**src/rtl/countdown_timer.sv**
```systemverilog
// Loadable down-counter with run/hold control, a terminal-count pulse and optional auto-reload.
// The count moves only on enabled ticks while in RUN.
module countdown_timer #(
   parameter int unsigned WIDTH = 8
) (
   input  logic             clk,
   input  logic             rst,
   input  logic             en,
   input  logic             ld,
   input  logic [WIDTH-1:0] v,
   input  logic             start,
   input  logic             stop,
   input  logic             reload,
   output logic [WIDTH-1:0] count,
   output logic             busy,
   output logic             done,
   output logic             zero
);

   typedef enum logic [1:0] {
      IDLE = 2'd0,
      RUN  = 2'd1,
      HOLD = 2'd2
   } state_t;

   state_t           state, state_n;
   logic [WIDTH-1:0] count_n;
   logic [WIDTH-1:0] rv, rv_n;
   logic             done_n;

   assign zero = (count == '0);

   // State and output registers
   always_ff @(posedge clk) begin
      if (rst) begin
         state <= IDLE;
         count <= '0;
         rv    <= '0;
         busy  <= 1'b0;
         done  <= 1'b0;
      end else begin
         state <= state_n;
         count <= count_n;
         rv    <= rv_n;
         busy  <= (state_n == RUN);
         done  <= done_n;
      end
   end

   // Next-state logic; ld overrides everything, then stop, then start, then the tick
   always_comb begin
      state_n = state;
      count_n = count;
      rv_n    = rv;
      done_n  = 1'b0;
      if (ld) begin
         count_n = v;
         rv_n    = v;
         state_n = IDLE;
      end else begin
         case (state)
            IDLE: begin
               if (!stop && start && (count != '0)) begin
                  state_n = RUN;
               end
            end
            RUN: begin
               if (stop) begin
                  state_n = HOLD;
               end else if (en) begin
                  if (count > WIDTH'(1)) begin
                     count_n = count - WIDTH'(1);
                  end else if (count == WIDTH'(1)) begin
                     done_n = 1'b1;
                     if (reload && (rv != '0)) begin
                        count_n = rv;
                     end else begin
                        count_n = '0;
                        state_n = IDLE;
                     end
                  end else begin
                     state_n = IDLE;
                  end
               end
            end
            HOLD: begin
               if (stop) begin
                  state_n = IDLE;
               end else if (start) begin
                  state_n = RUN;
               end
            end
            default: state_n = IDLE;
         endcase
      end
   end

endmodule

```
**config.mk**
```make
export PLATFORM = sky130hd
export DESIGN_NAME = countdown_timer
export DESIGN_NICKNAME = d
export VERILOG_FILES = /design/src/rtl/countdown_timer.sv
export SDC_FILE = /design/constraint.sdc
export NUM_CORES = 1
export LEC_CHECK = 0
export BUFFER_PORTS_ARGS = -buffer_cell sky130_fd_sc_hd__buf_2
export CORE_MARGIN = 4
export CORE_UTILIZATION = 31
export CTS_CLUSTER_DIAMETER = 30
export CTS_CLUSTER_SIZE = 28
export DETAILED_ROUTE_END_ITERATION = 7
export GPL_ROUTABILITY_DRIVEN = 0
export PLACE_DENSITY = 0.56
export SLEW_MARGIN = 20
export SYNTH_ARGS = -nofsm -noshare
export SYNTH_HDL_FRONTEND = slang
export SYNTH_SLANG_ARGS = --single-unit
export TNS_END_PERCENT = 100
```
**constraint.sdc**
```tcl
create_clock -name clk -period 2.5 [get_ports clk]
set_input_delay 0.625 -clock clk [delete_from_list [all_inputs] [get_ports clk]]
set_output_delay 0.625 -clock clk [all_outputs]
set_load 0.02 [all_outputs]
```
== Yosys cells after proc, flatten, opt, wreduce, memory -nomap -nowiden ==
Index checks and enable logic that the tools add are counted.

* Bits in read-only memories: 0
* Output and inout port bits: 11
* Bits of input ports: 15
* Register bits: 20
* Memories: 0
* Latch bits: 0
* Word-level logic and storage cells: 45
* Bits in writable memories: 0

* Multiply operators: 0
* Add/subtract/negate cells: 1
* $lt $le $gt $ge: 1
* Multiplexer cells: 18
* Div/mod/pow operators: 0
* Shift operators: 0
* Eq/ne operators: 5
* Reduce and logical (&&, ||, !) cells: 13
* Bitwise gates (word level): 2

{| class="wikitable"
|+ Operators with widths
! kind !! number
|-
| $mux W8 || 7
|-
| $mux W2 || 9
|-
| $reduce_bool A8 Y1 || 2
|-
| $eq A8 B1 Y1 const B || 1
|-
| $gt A8 B1 Y1 const B || 1
|-
| $logic_not A8 Y1 || 1
|-
| $sub A8 B1 Y8 const B || 1
|-
| $pmux W2 S3 || 1
|-
| $reduce_or A6 Y1 || 1
|-
| $eq A2 B1 Y1 const B || 2
|-
| $reduce_and A4 Y1 || 1
|-
| $reduce_bool A2 Y1 || 2
|-
| $logic_and A1 B1 Y1 || 3
|-
| $reduce_bool A3 Y1 || 1
|-
| $eq A2 B2 Y1 const B || 1
|-
| $logic_not A2 Y1 || 1
|-
| $ne A2 B2 Y1 const B || 1
|-
| $not A1 Y1 || 2
|-
| $logic_not A1 Y1 || 1
|-
| $mux W1 || 1
|}

== Depth between registers and ports, before layout ==
* Word-level depth: 10
* Gate-level depth with buffers: 6
* Mapped depth without buffers: 6

== Worst setup path before layout ==
OpenSTA, ideal clock, no wires.

* Kind: register -> output
* From: register count[2]
* To: output port zero
* Cell stages (with the launch flop): 4
* Required time: 1.875 ns
* Data arrival time: 1.357 ns
* Buffers on the path: 1
* Path slack: 0.518 ns
* Cells stage by stage: dfxtp_1 > buf_6 > nor4_2 > and3_1

* Word-level cells in the longest chain between the ends: 1

{| class="wikitable"
|+ RTL lines
! element !! line !! source
|-
| start, declared || 14 || <nowiki>output logic [WIDTH-1:0] count,</nowiki>
|-
| start signal, assigned || 43 || <nowiki>count <= count_n;</nowiki>
|-
| $logic_not A8 Y1 || 31 || <nowiki>assign zero = (count == '0);</nowiki>
|-
| end, declared || 17 || <nowiki>output logic zero</nowiki>
|}

Every way passes these cells.

== Worst setup path in the final report ==
Same ends and word-level chain as after synthesis.

==> run_results.csv <==
group,metric,value,unit
sta,max_freq,458,MHz
floorplanning,die_x,71.8,um
power,ir_worst_vdd,213,uV
grt,antenna_found_initial,0,
floorplanning,io_pins,26,
outcome,outcome,"finished, final reports clean",
layout,fin_nets,190,
floorplanning,core_area,3800,sq um
floorplanning,initial_core_util,0.332,
cts,cts_buffer_depth,2,
run,drv_cap,0,
routing,totalWireLength,3370,um
routing,via_per_inst,5.62,
sta,grt_setup_unrepaired,"false",
floorplanning,die-area,5150,sq um
sta,layout_min_cycle_time,2.18,ns
grt,grt_overflow,0,
floorplanning,rows,22,
sta,setup_ws,0.315,ns
cts,post_cts_buffers,0,
sta,slew_headroom,0.607,
power,power,0.876,mW
logic_synthesis,synth_seq_area_share,0.318,
power,power.density,599,nW/um^2
placed_design,dpl_worst_slack,0.353,ns
setup_path,worst-path-max-fanout,8,
cts,clock_sinks,20,
logic_synthesis,synth_fp_nets,167,
grt,first_global_vias,1164,
routing,drt_first_pass_iters,4,
cts,clkLatencyLatePin,0.27,ns
cts,cts_tree,"yes",
placed_design,place_area,1390,sq um
layout,area_growth,16.2,%
setup_path,cp.arrival,1.56,ns
routing,avgRoutedWirePerCell,15.4,um
logic_synthesis,synthCells,149,
setup_path,crit_type,"reg -> out",
sta,worst_pin_slew,0.582,ns
grt,track_usage,0.133,
grt,grt_pass1_wl,5530,um
routing,ant_nets,0,
cts,htreeDepth,1,
logic_synthesis,synth_area_per_cell,8.46,sq um
power,p_leak,0.628,nW
sta,holdWs,0.491,ns
sta,final_max_slew_viol_count,0,
setup_path,cp_slowest_cell,"dfxtp_1",
cts,cts_root_buffer,"clkbuf_8",
placed_design,post-place-cells,215,
routing,route.detailed.drc,0,
logic_synthesis,ys_warn_count,0,
cts,cts-resized-gates,0,
setup_path,crit_required,1.88,ns
sta,clock_skew,0.00855,ns
placed_design,portBuffers,25,
cts,hold_buffers,0,
layout,drive_gt1_frac,0.240,
sta,tns,0,ns
setup_path,path_cells,"nor4_2, buf_4, and3_1, buf_2",
setup_path,cpPeakStageDelay,0.43,ns
layout,stdcell_area,1460,sq um
layout,antenna-diode-count,0,
routing,drt_first_iter_violations,65,
floorplanning,fp.dieH,71.8,um
logic_synthesis,synth_area,1260,sq um
logic_synthesis,synth_seq_cells,20,
worst_hold_path,hold_path.class,"reg -> reg",
sta,timing.final.crit_share,0.874,
layout,utilization,0.385,
routing,dr_total_vias,1231,
placed_design,dp_hpwl,2520,um
cts,clk_pin_slew,0.08,ns
grt,grt_start_max_net_pins,25,
logic_synthesis,synth.distinct_cells,47,
setup_path,cp-end-kind,"output pin",
sta,finalSetupViolCount,0,
sta,hold_viol,0,
cts,numCtsBuffers,3,
layout,final_cells,219,
setup_path,start_kind,"flop",
-- kinds of logic (layout without fill, tap and decap cells) --
logic type | Yosys count | after routing | share of synthesized area
AO/OA/AOI/OAI | 42 | 42 | 0.256
XOR/XNOR | 3 | 3 | 0.0209
adder cells (fa/ha/maj) | 3 | 3 | 0.0298
buffers and inverters | 20 | 42 | 0.0834
flip-flops | 20 | 20 | 0.318
multiplexers | 5 | 5 | 0.0397
AND/OR/NAND/NOR | 56 | 56 | 0.252
-- synthesized netlist by cell type, drive strengths merged --
library cell	instances	area (sq um)
o211ai	1	7.51
or2	1	6.26
o31a	1	8.76
a211oi	2	15.0
o32ai	1	8.76
clkbuf	4	15.0
nor4	3	25.0
a221o	1	11.3
a41oi	1	8.76
or4	3	26.3
and2	3	20.0
nor2	14	52.6
a221oi	4	47.6
o41ai	2	25.0
a31oi	4	25.0
and4bb	1	12.5
nor3	8	51.3
nand2b	1	6.26
dfxtp	20	400
nand3	5	25.0
xor2	3	26.3
nand2	10	37.5
ha	3	37.5
o22ai	2	12.5
o211a	1	10.0
a2111oi	1	15.0
a311oi	1	8.76
a41o	2	20.0
or4bb	1	11.3
mux2i	5	50.1
nand4	2	12.5
a21oi	9	45.0
o41a	1	11.3
nor3b	1	7.51
nor4bb	1	10.0
o21ai	7	35.0
nand3b	1	7.51
inv	12	45.0
buf	4	45.0
and3	1	6.26
a21o	1	7.51
-- area by class of cell --
type | count | area (sq um)
tap | 48 | 60.1
clock inverter | 1 | 30.0
inverter | 12 | 45.0
fill | 399 | 2330
sequential | 20 | 400
timing repair buffer | 26 | 133
multi-input combinational | 109 | 754
clock buffer | 3 | 41.3
-- worst max-delay path: cells and delay by family (launching register included) --
kind | cells | cell delay [ns]
AND/OR/NAND/NOR | 2 | 0.50
flip-flops | 1 | 0.43
buffers and inverters | 2 | 0.38
-- report_power, final --
| part | switching (mW) | internal, mW |
|---|---|---|
| clock network | 0.112 | 0.214 |
| registers | 0.0255 | 0.336 |
| logic | 0.115 | 0.0733 |
| total | 0.253 | 0.623 |
-- state kept, by name, indices dropped and copies added, names as in the netlist --
register,count
count,8
rv,8
busy,1
state,2
done,1
-- layer usage --
layer | up-vias | wire [um] | track usage
met5 | - | 0 | 0
met4 | 0 | 91 | 0.0689
met3 | 9 | 159 | 0.0196
met2 | 45 | 1600 | 0.207
met1 | 578 | 1520 | 0.176
li1 | 599 | - | -
-- cells in the final DEF, fill, tap and decap left out, drive strengths merged, types with 2 or more instances in the layout --
cell / netlist / routed
and2: 3 / 3
nor2: 14 / 14
o41ai: 2 / 2
clkbuf: 4 / 3
a21oi: 9 / 9
or4: 3 / 3
a31oi: 4 / 4
nor3: 8 / 8
dfxtp: 20 / 20
nand3: 5 / 5
nand4: 2 / 2
mux2i: 5 / 5
ha: 3 / 3
xor2: 3 / 3
a211oi: 2 / 2
o22ai: 2 / 2
o21ai: 7 / 7
nand2: 10 / 10
inv: 12 / 12
a41o: 2 / 2
a221oi: 4 / 4
buf: 4 / 26
nor4: 3 / 3
-- final timing paths --
| path | from | endpoint | slack (ns) | cells after the start |
|---|---|---|---|---|
| setup / recovery | count[2] | zero | 0.32 | 4 |
| setup reg to reg | count[1] | count[0] | 0.41 | 6 |
| hold / removal | rv[3] | rv[3] | 0.49 | 2 |
| hold reg to reg | rv[3] | rv[3] | 0.49 | 2 |
No activity file was read; power rests on OpenSTA's default activity.
